## config.mk

```make
export PLATFORM = sky130hd
export DESIGN_NAME = gray_counter_param_flat
export DESIGN_NICKNAME = d
export VERILOG_FILES = /design/src/rtl/gray_counter_param_if.sv /design/src/rtl/gray_counter_param.sv /design/src/flat_wrapper.sv
export SDC_FILE = /design/constraint.sdc
export NUM_CORES = 1
export LEC_CHECK = 0
export BUFFER_PORTS_ARGS = -buffer_cell sky130_fd_sc_hd__clkbuf_2
export CORE_AREA = 2 2 39 41
export DETAILED_ROUTE_END_ITERATION = 8
export DIE_AREA = 0 0 41 43
export PLACE_DENSITY = 0.61
export SLEW_MARGIN = 20
export SYNTH_ARGS = -nofsm -noshare
export SYNTH_HDL_FRONTEND = slang
export SYNTH_SLANG_ARGS = --single-unit
export TNS_END_PERCENT = 1
```

## constraint.sdc

```tcl
create_clock -name Clk -period 2.65 [get_ports Clk]
set_input_delay 0.265 -clock Clk [delete_from_list [all_inputs] [get_ports Clk]]
set_output_delay 0.265 -clock Clk [all_outputs]
set_load 0.01 [all_outputs]
```

## src/rtl/gray_counter_param_if.sv

```systemverilog
// Control/status bundle for gray_counter_param: count/load/clear controls in,
// registered Gray/binary count and wrap flags out.
interface gray_counter_param_if #(
    parameter int unsigned WIDTH = 3
) ();
    logic             En;
    logic             Up;
    logic             Load;
    logic [WIDTH-1:0] LoadVal;
    logic             ClrFlags;
    logic [WIDTH-1:0] Output;
    logic [WIDTH-1:0] Binary;
    logic             Overflow;
    logic             Underflow;
    logic             Wrap;

    modport master (
        output En, Up, Load, LoadVal, ClrFlags,
        input  Output, Binary, Overflow, Underflow, Wrap
    );

    modport slave (
        input  En, Up, Load, LoadVal, ClrFlags,
        output Output, Binary, Overflow, Underflow, Wrap
    );
endinterface

```

## src/rtl/gray_counter_param.sv

```systemverilog
// Parametrised up/down Gray-code counter with Gray-coded parallel load,
// sticky or pulsed overflow/underflow flags and a registered wrap pulse.
module gray_counter_param #(
    parameter int unsigned WIDTH  = 3,
    parameter bit          STICKY = 1'b1
) (
    input logic                Clk,
    input logic                Reset,
    gray_counter_param_if.slave bus
);

    if (WIDTH < 2 || WIDTH > 16) begin : gen_width_check
        $error("gray_counter_param: WIDTH must be in 2..16");
    end

    localparam logic [WIDTH-1:0] MaxCnt  = '1;
    localparam logic [WIDTH-1:0] ZeroCnt = '0;

    // Bit i of the binary value is the XOR of Gray bits [WIDTH-1:i].
    function automatic logic [WIDTH-1:0] gray2bin(input logic [WIDTH-1:0] g);
        logic [WIDTH-1:0] b;
        b[WIDTH-1] = g[WIDTH-1];
        for (int i = int'(WIDTH) - 2; i >= 0; i--) begin
            b[i] = b[i+1] ^ g[i];
        end
        return b;
    endfunction

    function automatic logic [WIDTH-1:0] bin2gray(input logic [WIDTH-1:0] b);
        return b ^ (b >> 1);
    endfunction

    logic [WIDTH-1:0] cnt_q, cnt_d;
    logic [WIDTH-1:0] gray_q, gray_d;
    logic             ovf_q, ovf_d;
    logic             unf_q, unf_d;
    logic             wrap_q, wrap_d;
    logic             ovf_evt, unf_evt;

    always_comb begin
        cnt_d   = cnt_q;
        ovf_evt = 1'b0;
        unf_evt = 1'b0;
        if (bus.Load) begin
            cnt_d = gray2bin(bus.LoadVal);
        end else if (bus.En) begin
            if (bus.Up) begin
                if (cnt_q == MaxCnt) begin
                    cnt_d   = ZeroCnt;
                    ovf_evt = 1'b1;
                end else begin
                    cnt_d = cnt_q + WIDTH'(1);
                end
            end else begin
                if (cnt_q == ZeroCnt) begin
                    cnt_d   = MaxCnt;
                    unf_evt = 1'b1;
                end else begin
                    cnt_d = cnt_q - WIDTH'(1);
                end
            end
        end
    end

    // A set event on the same edge as ClrFlags wins; the other flag still clears.
    always_comb begin
        gray_d = bin2gray(cnt_d);
        wrap_d = ovf_evt | unf_evt;
        if (STICKY) begin
            ovf_d = ovf_evt | (ovf_q & ~bus.ClrFlags);
            unf_d = unf_evt | (unf_q & ~bus.ClrFlags);
        end else begin
            ovf_d = ovf_evt;
            unf_d = unf_evt;
        end
    end

    always_ff @(posedge Clk or posedge Reset) begin
        if (Reset) begin
            cnt_q  <= '0;
            gray_q <= '0;
            ovf_q  <= 1'b0;
            unf_q  <= 1'b0;
            wrap_q <= 1'b0;
        end else begin
            cnt_q  <= cnt_d;
            gray_q <= gray_d;
            ovf_q  <= ovf_d;
            unf_q  <= unf_d;
            wrap_q <= wrap_d;
        end
    end

    assign bus.Output    = gray_q;
    assign bus.Binary    = cnt_q;
    assign bus.Overflow  = ovf_q;
    assign bus.Underflow = unf_q;
    assign bus.Wrap      = wrap_q;

endmodule

```

## src/flat_wrapper.sv

```systemverilog
// flat-port wrapper written by rule: the top's interface ports become plain ports
module gray_counter_param_flat 
#(
    parameter int unsigned WIDTH  = 3,
    parameter bit          STICKY = 1'b1
)
  (Clk, Reset, bus_En, bus_Up, bus_Load, bus_LoadVal, bus_ClrFlags, bus_Output, bus_Binary, bus_Overflow, bus_Underflow, bus_Wrap);
  gray_counter_param_if #(.WIDTH(WIDTH)) bus_i ();
  input logic Clk;
  input logic Reset;
  input wire logic [$bits(bus_i.En)-1:0] bus_En;
  input wire logic [$bits(bus_i.Up)-1:0] bus_Up;
  input wire logic [$bits(bus_i.Load)-1:0] bus_Load;
  input wire logic [$bits(bus_i.LoadVal)-1:0] bus_LoadVal;
  input wire logic [$bits(bus_i.ClrFlags)-1:0] bus_ClrFlags;
  output wire logic [$bits(bus_i.Output)-1:0] bus_Output;
  output wire logic [$bits(bus_i.Binary)-1:0] bus_Binary;
  output wire logic [$bits(bus_i.Overflow)-1:0] bus_Overflow;
  output wire logic [$bits(bus_i.Underflow)-1:0] bus_Underflow;
  output wire logic [$bits(bus_i.Wrap)-1:0] bus_Wrap;
  assign bus_i.En = bus_En;
  assign bus_i.Up = bus_Up;
  assign bus_i.Load = bus_Load;
  assign bus_i.LoadVal = bus_LoadVal;
  assign bus_i.ClrFlags = bus_ClrFlags;
  assign bus_Output = bus_i.Output;
  assign bus_Binary = bus_i.Binary;
  assign bus_Overflow = bus_i.Overflow;
  assign bus_Underflow = bus_i.Underflow;
  assign bus_Wrap = bus_i.Wrap;
  gray_counter_param #(.WIDTH(WIDTH), .STICKY(STICKY)) u_core (.Clk(Clk), .Reset(Reset), .bus(bus_i));
endmodule
```

==> flow_metrics.env, run 1 <==
export IMPL_setup_ws_ns=1.019
export IMPL_end_kind="flip-flop"
export IMPL_drive_above_1_share_pct=34.25
export IMPL_crit_path_start_kind="flip-flop"
export IMPL_root_buffer="clkbuf_4"
export IMPL_first_pass_iters=3
export IMPL_via_per_inst=4.910
export IMPL_yosysUniqueCellTypes=23
export IMPL_final_common_cell="clkbuf_2"
export IMPL_path_class="flip-flop to flip-flop"
export IMPL_required_ns=2.83
export IMPL_comb_power_share_pct=34.2
export IMPL_grt_pass1_vias=408
export IMPL_seq_power_share_pct=41.1
export IMPL_yosysWarnings=0
export IMPL_gp_congestion=0.7598
export IMPL_fin_skew_ns=0.001106
export IMPL_min_period_ns=1.631
export IMPL_cts_sinks=8
export IMPL_cts_buffers=3
export IMPL_synth_seq_cells=8
export IMPL_leakagePower_nw=0.3141
export IMPL_clk_pin_slew_ns=0.05
export IMPL_clock_latency_ns=0.25
export IMPL_report_final_hold_viol_count=0
export IMPL_drv_cap=0
export IMPL_grt_overflow=0
export IMPL_core_area_um2=1384
export IMPL_hold_slack_ns=0.2066
export IMPL_clockPowerShare_pct=24.7
export IMPL_rr_startpoint="u_core.bus.Binary[0]"
export IMPL_port_buffers=17
export IMPL_slew_headroom_pct=80.00
export IMPL_dieWidth_um=41
export IMPL_dp_hpwl_um=788.8
export IMPL_syn2layout_area_growth_pct=23.23
export IMPL_slowest_stage="dfrtp_1"
export IMPL_grtUsageTotal_pct=14.46
export IMPL_synth_cells=55
export IMPL_utilization_pct=45.57
export IMPL_cp_arrival_ns=1.81
export IMPL_start_util_pct=36.98
export IMPL_holdCritStartpoint="bus_ClrFlags"
export IMPL_syn_nets=68
export IMPL_crit_fanout=6
export IMPL_antenna_found_initial=0
export IMPL_max_freq_ghz=0.6132
export IMPL_internal_power_mw=0.2508
export IMPL_insertedDiodeCount=0
export IMPL_period_share_pct=61.54
export IMPL_min_path_type="input pin to flip-flop"
export IMPL_clk_path_buf_depth=2
export IMPL_timing_critical_path_from="u_core.bus.Binary[0]"
export IMPL_tightest_slew_ns=0.2997
export IMPL_nets=88
export IMPL_boundaryPins=18
export IMPL_ir_worst_vdd_v=0.0001928
export IMPL_grt_max_degree=12
export IMPL_max_stage_delay_ns=0.43
export IMPL_avgSynthCellArea_um2=9.304
export IMPL_post_route_drc_count=0
export IMPL_routed_wl_um=975
export IMPL_p_sw_mw=0.1186
export IMPL_via_count=437
export IMPL_seq_area_frac_synth_pct=39.12
export IMPL_cts_tree="done"
export IMPL_synth_area_um2=511.7
export IMPL_tns_ns=0
export IMPL_final_cell_mix="17 x clkbuf_2, 9 x nand2_1, 8 x dfrtp_1, 5 x inv_1"
export IMPL_drt_iter0_drc=1
export IMPL_wire_per_inst_um=10.96
export IMPL_ant_nets=0
export IMPL_pre_cts_slack_ns=1.033
export IMPL_status="finished clean"
export IMPL_p_sw_share_pct=32.11
export IMPL_setup_viol_count_final=0
export IMPL_crit_chain="inv_1 -> ha_1 -> xnor2_1 -> a211oi_2 -> and3b_1 -> o21ai_1"
export IMPL_rows=14
export IMPL_p_per_area_nw_per_um2=585.9
export IMPL_htreeDepth=1
export IMPL_die_h_um=43
export IMPL_drv_slew=0
export IMPL_rsz0062_at_grt="false"
export IMPL_die_area_um2=1763
export IMPL_grt_pass1_wl_mm=1.614
==> per-layer routing <==
metal  vias up  wire, um  track usage [%]
li1        223         -                -
met1       198       397            14.14
met2        12       497            22.81
met3         4        54            7.853
met4         0        26            8.000
met5         -         0                0
==> repair_timing <==
action                                 4_1_cts  5_1_grt
hold buffers                                 1        0
endpoints found under the hold margin        8        0
gates resized for setup                      0        0
setup buffers                                0        0
==> sequential cells by signal, indices dropped and copies added, names as in the netlist <==
name                  flops
u_core.bus.Underflow      1
u_core.bus.Wrap           1
u_core.bus.Binary         3
u_core.bus.Output         2
u_core.bus.Overflow       1
==> cells by family (layout without fill, tap and decap cells) <==
logic type                 count (synthesis)  count (layout)  share of synthesized area [%]
and+or+nand+nor                           16              16                          15.89
AOI/OAI and AO/OA                         15              15                          21.02
xor gates and xnor gates                   4               4                          6.845
buffers and inverters                      8              26                          7.336
adders and majority gates                  4               4                          9.780
DFF                                        8               8                          39.12
==> synthesized netlist by cell type (all sizes together) <==
master / count / area, um^2
o22a: 1 / 10.01
nand3: 1 / 5.000
a21oi: 3 / 15.01
o211ai: 2 / 15.01
xnor2: 4 / 35.03
a21o: 1 / 8.760
a211oi: 1 / 12.51
inv: 5 / 18.77
ha: 4 / 50.05
o21ba: 1 / 10.01
nor2b: 2 / 15.02
o21ai: 3 / 15.01
buf: 1 / 7.510
o22ai: 2 / 12.51
nand2: 9 / 33.78
and3b: 1 / 8.760
dfrtp: 8 / 200.2
a2bb2oi: 1 / 8.760
nand2b: 2 / 12.51
or3: 1 / 6.260
clkbuf: 2 / 11.26
==> metrics by stage <==
step | total power, mW | instance area, um^2 | instances
after floorplan | 0.2433 | 511.7 | 55
after global placement | 0.2792 | 598.1 | 85
after detailed placement | 0.2811 | 598.1 | 85
after CTS | 0.3770 | 630.6 | 89
after global routing | 0.4018 | 630.6 | 89
final | 0.3694 | 630.6 | 89
==> worst paths after layout <==
| path | to | slack [ns] | depth (start not counted) |
|---|---|---|---|
| max in group asynchronous | u_core.bus.Binary[2] | 1.94 | 3 |
| worst min-delay path | u_core.bus.Overflow | 0.21 | 2 |
| worst max register to register | u_core.bus.Output[1] | 1.02 | 6 |
| worst max-delay path | u_core.bus.Output[1] | 1.02 | 6 |
| worst min register to register | u_core.bus.Underflow | 0.53 | 2 |
| min in group asynchronous | u_core.bus.Wrap | 0.48 | 3 |
==> power by group through the flow <==
stage / combinational, mW / clock [mW] / sequential (mW)
detailed placement: 0.127 / 0 / 0.154
finish: 0.126 / 0.0913 / 0.152
floorplan: 0.0837 / 0 / 0.160
global placement: 0.125 / 0 / 0.154
CTS: 0.129 / 0.0963 / 0.152
global route: 0.141 / 0.106 / 0.155
==> final cells by class <==
class                           instances  area (um^2)
Sequential cell                         8        200.2
Tap cell                               16        20.02
Timing Repair Buffer                   18        95.09
Clock buffer                            3        22.52
Inverter                                5        18.77
Multi-Input combinational cell         39        274.0
Fill cell                             139        753.2
==> worst max-delay path: cells and delay by family, from the launching register on <==
family	cells	cell delay, ns
DFF	1	0.43
xor gates and xnor gates	1	0.15
buffers and inverters	1	0.09
and+or+nand+nor	1	0.20
adders and majority gates	1	0.31
AOI/OAI and AO/OA	2	0.38
(Power assumes the default switching activity.)
==> inputs of run 2 (changes only) <==
ABC_AREA = 1   (was unset)
PLACE_DENSITY = 0.65   (was 0.61)
clock period = 1.3 ns   (was 2.65 ns; I/O delays follow)
==> flow_metrics.env, run 2 <==
export IMPL_status="complete, but fails checks"
export IMPL_violations="setup timing"
export IMPL_ys_top_cells_by_count="22 x nand2_1, 11 x inv_1, 10 x nand3_1"
export IMPL_grt_pass1_vias=482
export IMPL_clockPowerShare_pct=25.5
export IMPL_yosysUniqueCellTypes=13
export IMPL_drv_cap=0
export IMPL_required_ns=1.44
export IMPL_core_area_um2=1384
export IMPL_drive_above_1_share_pct=38.78
export IMPL_rsz0062_at_grt="true"
export IMPL_min_period_ns=1.403
export IMPL_seq_area_frac_synth_pct=37.74
export IMPL_nets=113
export IMPL_min_path_type="input pin to flip-flop"
export IMPL_final_cell_mix="22 x nand2_1, 17 x clkbuf_2, 11 x inv_1, 9 x nand3_1, 8 x dfrtp_1"
export IMPL_grt_overflow=0
export IMPL_seq_power_share_pct=38.9
export IMPL_finalNonFillerCells=114
export IMPL_synth_area_um2=530.5
export IMPL_comb_power_share_pct=35.6
export IMPL_clk_pin_slew_ns=0.06
export IMPL_clk_path_buf_depth=2
export IMPL_slowest_stage="dfrtp_1"
export IMPL_max_freq_ghz=0.7129
export IMPL_clock_latency_ns=0.25
export IMPL_synth_flop_cell="dfrtp_1"
export IMPL_p_sw_mw=0.2565
export IMPL_cts_tree="done"
export IMPL_report_final_hold_viol_count=0
export IMPL_dieWidth_um=41
export IMPL_path_class="flip-flop to flip-flop"
export IMPL_cpMostUsedCell="nand2_1"
export IMPL_drv_slew=0
export IMPL_netlist_top_cells_area="dfrtp_1 38%, nand2_1 16%, ha_1 9.4%, nand3_1 9.4%, inv_1 7.8%"
export IMPL_largest_reg_flops=3
export IMPL_die_area_um2=1763
export IMPL_synth_largest_area_cell="dfrtp_1"
export IMPL_boundaryPins=18
export IMPL_internal_power_mw=0.5001
export IMPL_start_util_pct=38.34
export IMPL_slew_headroom_pct=78.80
export IMPL_setup_ws_ns=-0.1027
export IMPL_first_pass_iters=4
export IMPL_crit_path_start_kind="flip-flop"
export IMPL_antenna_found_initial=0
export IMPL_p_per_area_nw_per_um2=1054
export IMPL_synth_edff_count=0
export IMPL_via_count=538
export IMPL_avgSynthCellArea_um2=7.169
export IMPL_via_per_inst=4.719
export IMPL_insertedDiodeCount=0
export IMPL_dp_cells=109
export IMPL_r2r_slack_ns=-0.10
export IMPL_synth_most_common_cell="nand2_1"
export IMPL_synth_async_reset_ratio_pct=100.0
export IMPL_root_buffer="clkbuf_4"
export IMPL_ff2ff_path_depth=9
export IMPL_cts_buffers=3
export IMPL_crit_fanout=3
export IMPL_crit_chain="ha_2 -> ha_4 -> nor2_2 -> nor2_1 -> nand2_1 -> nand2_1 -> nand2_1 -> nand2_1 -> nand2_1"
export IMPL_rr_startpoint="u_core.bus.Binary[0]"
export IMPL_fill_cells=146
export IMPL_rows=14
export IMPL_wire_per_inst_um=10.53
export IMPL_holdCritStartpoint="bus_ClrFlags"
export IMPL_gp_congestion=0.7688
export IMPL_leakagePower_nw=0.4167
export IMPL_min_delay_path_depth=2
export IMPL_setup_viol_count_final=3
export IMPL_synth_cells=74
export IMPL_htreeDepth=1
export IMPL_min_to="u_core.bus.Overflow"
export IMPL_period_share_pct=107.9
export IMPL_port_buffers=17
export IMPL_cp_arrival_ns=1.55
export IMPL_syn_nets=87
export IMPL_drt_iter0_drc=2
export IMPL_utilization_pct=51.90
export IMPL_p_sw_share_pct=33.90
export IMPL_dp_hpwl_um=945.7
export IMPL_ant_nets=0
export IMPL_post_route_drc_count=0
export IMPL_synth_seq_cells=8
export IMPL_cts_sinks=8
export IMPL_synth_top_area_share_pct=37.74
export IMPL_routed_wl_mm=1.200
export IMPL_grtUsageTotal_pct=16.82
export IMPL_max_stage_delay_ns=0.40
export IMPL_yosysWarnings=0
export IMPL_die_h_um=43
export IMPL_tightest_slew_ns=0.3176
export IMPL_grt_max_degree=9
export IMPL_ir_worst_vdd_v=0.0005201
export IMPL_final_common_cell="nand2_1"
export IMPL_syn2layout_area_growth_pct=35.38
export IMPL_grt_pass1_wl_mm=1.938
export IMPL_end_kind="flip-flop"
export IMPL_fin_skew_ns=0.005971
export IMPL_worstReg2RegEnd="u_core.bus.Output[1]"
-- run 2: cell types whose count changed after synthesis, moves of 3 or more --
cell / change
nand2_1: +13
xnor2_1: -3
inv_1: +6
o21ai_1: -3
nor2_2: +4
nor2_1: +4
inv_2: +4
nand3_1: +9
-- run 2: cells by family (layout without fill, tap and decap cells) --
| family | count (synthesis) | count (layout) | synth area share [%] |
|---|---|---|---|
| simple gates | 42 | 42 | 36.32 |
| buf+inv | 16 | 40 | 12.03 |
| flops | 8 | 8 | 37.74 |
| xor+xnor | 1 | 1 | 1.651 |
| fa+ha+maj | 4 | 4 | 9.434 |
| compound gates | 3 | 3 | 2.829 |
-- run 2: how the worst max path moves through the flow --
stage | start | to | slack [ns] | depth (start not counted)
final | u_core.bus.Binary[0] | u_core.bus.Output[1] | -0.10 | 9
after global routing | u_core.bus.Binary[0] | u_core.bus.Output[1] | -0.19 | 9
after CTS | u_core.bus.Binary[1] | u_core.bus.Output[1] | -0.11 | 9
after detailed placement | u_core.bus.Binary[0] | u_core.bus.Output[1] | -0.09 | 9
after global placement | u_core.bus.Binary[0] | u_core.bus.Output[0] | -0.06 | 9
after floorplan | u_core.bus.Binary[1] | u_core.bus.Output[1] | -0.06 | 9
-- run 2: worst max-delay path: cells and delay by family, from the launching register on --
kind                     cells  cell delay, ns
flip-flops                   1            0.40
AND/OR/NAND/NOR              7            0.41
adder cells (fa/ha/maj)      2            0.47
-- run 2: stage by stage --
stage	total power, mW	instance area, um^2	worst slack (ns)	TNS (ns)	hold WS, ns
6_report	0.7566	718.2	-0.1027	-0.1928	0.07865
5_1_grt	0.8185	718.2	-0.1908	-0.4942	0.08648
3_3_place_gp	0.5346	653.1	-0.06443	-0.1568	0.06725
4_1_cts	0.7460	698.2	-0.1054	-0.2201	0.07734
3_5_place_dp	0.5402	653.1	-0.08976	-0.2251	0.07883
2_1_floorplan	0.4500	533.0	-0.05937	-0.1196	-0.05434
-- run 2: area by class of cell --
type / count / area [um^2] / share of cell area (%)
multi-input combinational: 50 / 294.0 / 40.94
sequential: 8 / 200.2 / 27.87
timing repair buffer: 22 / 125.1 / 17.42
inverter: 15 / 56.30 / 7.840
clock buffer: 3 / 22.52 / 3.136
tap: 16 / 20.02 / 2.787
-- run 2: power groups by stage --
stage | Combinational (mW) | Sequential [mW] | Clock, mW
4_1_cts | 0.256 | 0.294 | 0.196
5_1_grt | 0.308 | 0.296 | 0.214
3_3_place_gp | 0.240 | 0.295 | 0
6_report | 0.270 | 0.294 | 0.193
3_5_place_dp | 0.244 | 0.296 | 0
2_1_floorplan | 0.135 | 0.315 | 0
-- run 2: metal layers --
| layer | GRT usage [%] | wire, um | up-vias |
|---|---|---|---|
| li1 | - | - | 278 |
| met1 | 19.54 | 491 | 244 |
| met2 | 25.00 | 639 | 14 |
| met3 | 6.283 | 55 | 2 |
| met4 | 10.00 | 14 | 0 |
| met5 | 0 | 0 | - |
-- run 2: timing repair --
action | CTS | global route
cloned | 0 | 0
setup buffers | 0 | 1
endpoints found under the setup margin | 3 | 5
pin swaps | 3 | 3
hold buffers | 1 | 0
hold endpoints to repair | 8 | 0
resized for setup | 1 | 3
==> inputs of run 3 (changes only) <==
MAX_ROUTING_LAYER = met4   (was unset)
==> flow_metrics.env, run 3 (same netlist as run 2, synthesis figures left out) <==
export IMPL_status="complete, but fails checks"
export IMPL_violations="setup timing"
export IMPL_r2r_slack_ns=-0.10
export IMPL_report_final_hold_viol_count=0
export IMPL_insertedDiodeCount=0
export IMPL_die_h_um=43
export IMPL_finalNonFillerCells=114
export IMPL_min_period_ns=1.403
export IMPL_internal_power_mw=0.5001
export IMPL_grtUsageTotal_pct=17.24
export IMPL_slowest_stage="dfrtp_1"
export IMPL_grt_pass1_vias=483
export IMPL_period_share_pct=107.9
export IMPL_worstReg2RegEnd="u_core.bus.Output[1]"
export IMPL_dpl_cell_area_um2=653.1
export IMPL_grt_pass1_wl_mm=1.932
export IMPL_setup_ws_ns=-0.1026
export IMPL_gp_congestion=0.7791
export IMPL_wire_per_inst_um=10.57
export IMPL_cts_tree="done"
export IMPL_cp_arrival_ns=1.55
export IMPL_rsz0062_at_grt="true"
export IMPL_largest_reg_flops=3
export IMPL_drv_cap=0
export IMPL_totalPowerFinal_mw=0.7566
export IMPL_slew_headroom_pct=78.80
export IMPL_ir_worst_vdd_v=0.0005201
export IMPL_post_route_drc_count=0
export IMPL_rr_startpoint="u_core.bus.Binary[0]"
export IMPL_htreeDepth=1
export IMPL_tns_ns=-0.1925
export IMPL_grt_overflow=0
export IMPL_fill_cells=146
export IMPL_start_util_pct=38.34
export IMPL_cts_sinks=8
export IMPL_clk_pin_slew_ns=0.06
export IMPL_drt_iter0_drc=2
export IMPL_fin_skew_ns=0.005971
export IMPL_tightest_slew_ns=0.3176
export IMPL_grt_max_degree=9
export IMPL_die_area_um2=1763
export IMPL_timing_critical_path_from="u_core.bus.Binary[0]"
export IMPL_p_sw_mw=0.2565
export IMPL_p_sw_share_pct=33.90
export IMPL_path_class="flip-flop to flip-flop"
export IMPL_port_buffers=17
export IMPL_p_per_area_nw_per_um2=1054
export IMPL_clock_latency_ns=0.25
export IMPL_ant_nets=0
export IMPL_ff_latch_area_um2=200.2
export IMPL_required_ns=1.44
export IMPL_dieWidth_um=41
export IMPL_routed_wl_mm=1.205
export IMPL_stdcell_area_um2=718.2
export IMPL_dp_hpwl_um=945.7
export IMPL_max_freq_ghz=0.7130
export IMPL_clk_path_buf_depth=2
export IMPL_leakagePower_nw=0.4167
export IMPL_final_cell_mix="22 x nand2_1, 17 x clkbuf_2, 11 x inv_1, 9 x nand3_1, 8 x dfrtp_1"
export IMPL_drv_slew=0
export IMPL_root_buffer="clkbuf_4"
export IMPL_critPathCapture="u_core.bus.Output[1]"
export IMPL_crit_fanout=3
export IMPL_crit_chain="ha_2 -> ha_4 -> nor2_2 -> nor2_1 -> nand2_1 -> nand2_1 -> nand2_1 -> nand2_1 -> nand2_1"
export IMPL_clockPowerShare_pct=25.5
export IMPL_final_common_cell="nand2_1"
export IMPL_rows=14
export IMPL_hold_slack_ns=0.07864
export IMPL_nets=113
export IMPL_boundaryPins=18
export IMPL_setup_viol_count_final=3
export IMPL_antenna_found_initial=0
export IMPL_seq_power_share_pct=38.9
export IMPL_via_per_inst=4.719
export IMPL_cpMostUsedCell="nand2_1"
export IMPL_syn2layout_area_growth_pct=35.38
export IMPL_dp_cells=109
export IMPL_multi_input_area_um2=294.0
export IMPL_comb_power_share_pct=35.6
export IMPL_crit_path_start_kind="flip-flop"
export IMPL_max_stage_delay_ns=0.40
export IMPL_drive_above_1_share_pct=38.78
export IMPL_cts_buffers=3
export IMPL_via_count=538
export IMPL_end_kind="flip-flop"
export IMPL_min_path_type="input pin to flip-flop"
export IMPL_first_pass_iters=4
export IMPL_ff2ff_path_depth=9
export IMPL_core_area_um2=1384
## run 3: cell counts in the layout (fill, tap and decap cells not counted)
No cell type changed its count.
## run 3: worst min path at each step
stage / from / end / depth (start not counted)
6_report: bus_ClrFlags / u_core.bus.Overflow / 2
5_1_grt: bus_ClrFlags / u_core.bus.Underflow / 2
4_1_cts: bus_ClrFlags / u_core.bus.Overflow / 2
3_5_place_dp: Reset / u_core.bus.Overflow / 2
3_3_place_gp: Reset / u_core.bus.Overflow / 2
2_1_floorplan: Reset / u_core.bus.Binary[0] / 1
## run 3: cell type report
| type | count | area share (%) |
|---|---|---|
| clock buffer | 3 | 3.136 |
| inverter | 15 | 7.840 |
| multi-input combinational | 50 | 40.94 |
| sequential | 8 | 27.87 |
| tap | 16 | 2.787 |
| timing repair buffer | 22 | 17.42 |
## run 3: repair_timing
action,in CTS,in global routing
hold endpoints to repair,8,0
gates cloned,0,0
resized for setup,1,3
pin swaps,3,3
hold buffers,1,0
buffers inserted,0,1
setup endpoints to repair,3,5
## run 3: worst max-delay path, delay by kind of cell, from the launching register on
kind,cells,cell delay (ns)
and+or+nand+nor,7,0.41
adders and majority gates,2,0.47
DFF,1,0.40
## run 3: per-layer routing
| layer | wire length, um | GRT usage (%) | vias up |
|---|---|---|---|
| met2 | 640 | 25.00 | 14 |
| met1 | 491 | 19.54 | 244 |
| li1 | - | - | 278 |
| met4 | 14 | 10.00 | 0 |
| met5 | 0 | - | - |
| met3 | 59 | 6.283 | 2 |
## run 3: power groups by stage
stage | clock network, mW | logic [mW] | registers [mW]
3_3_place_gp | 0 | 0.240 | 0.295
3_5_place_dp | 0 | 0.244 | 0.296
2_1_floorplan | 0 | 0.135 | 0.315
5_1_grt | 0.214 | 0.308 | 0.296
6_report | 0.193 | 0.270 | 0.294
4_1_cts | 0.196 | 0.256 | 0.294
## run 3: metrics by stage
step | utilization, % | setup slack, ns
4_1_cts | 50.45 | -0.1054
3_5_place_dp | 47.20 | -0.08976
2_1_floorplan | - | -0.05937
3_3_place_gp | 47.20 | -0.06443
6_report | 51.90 | -0.1026
5_1_grt | 51.90 | -0.1908
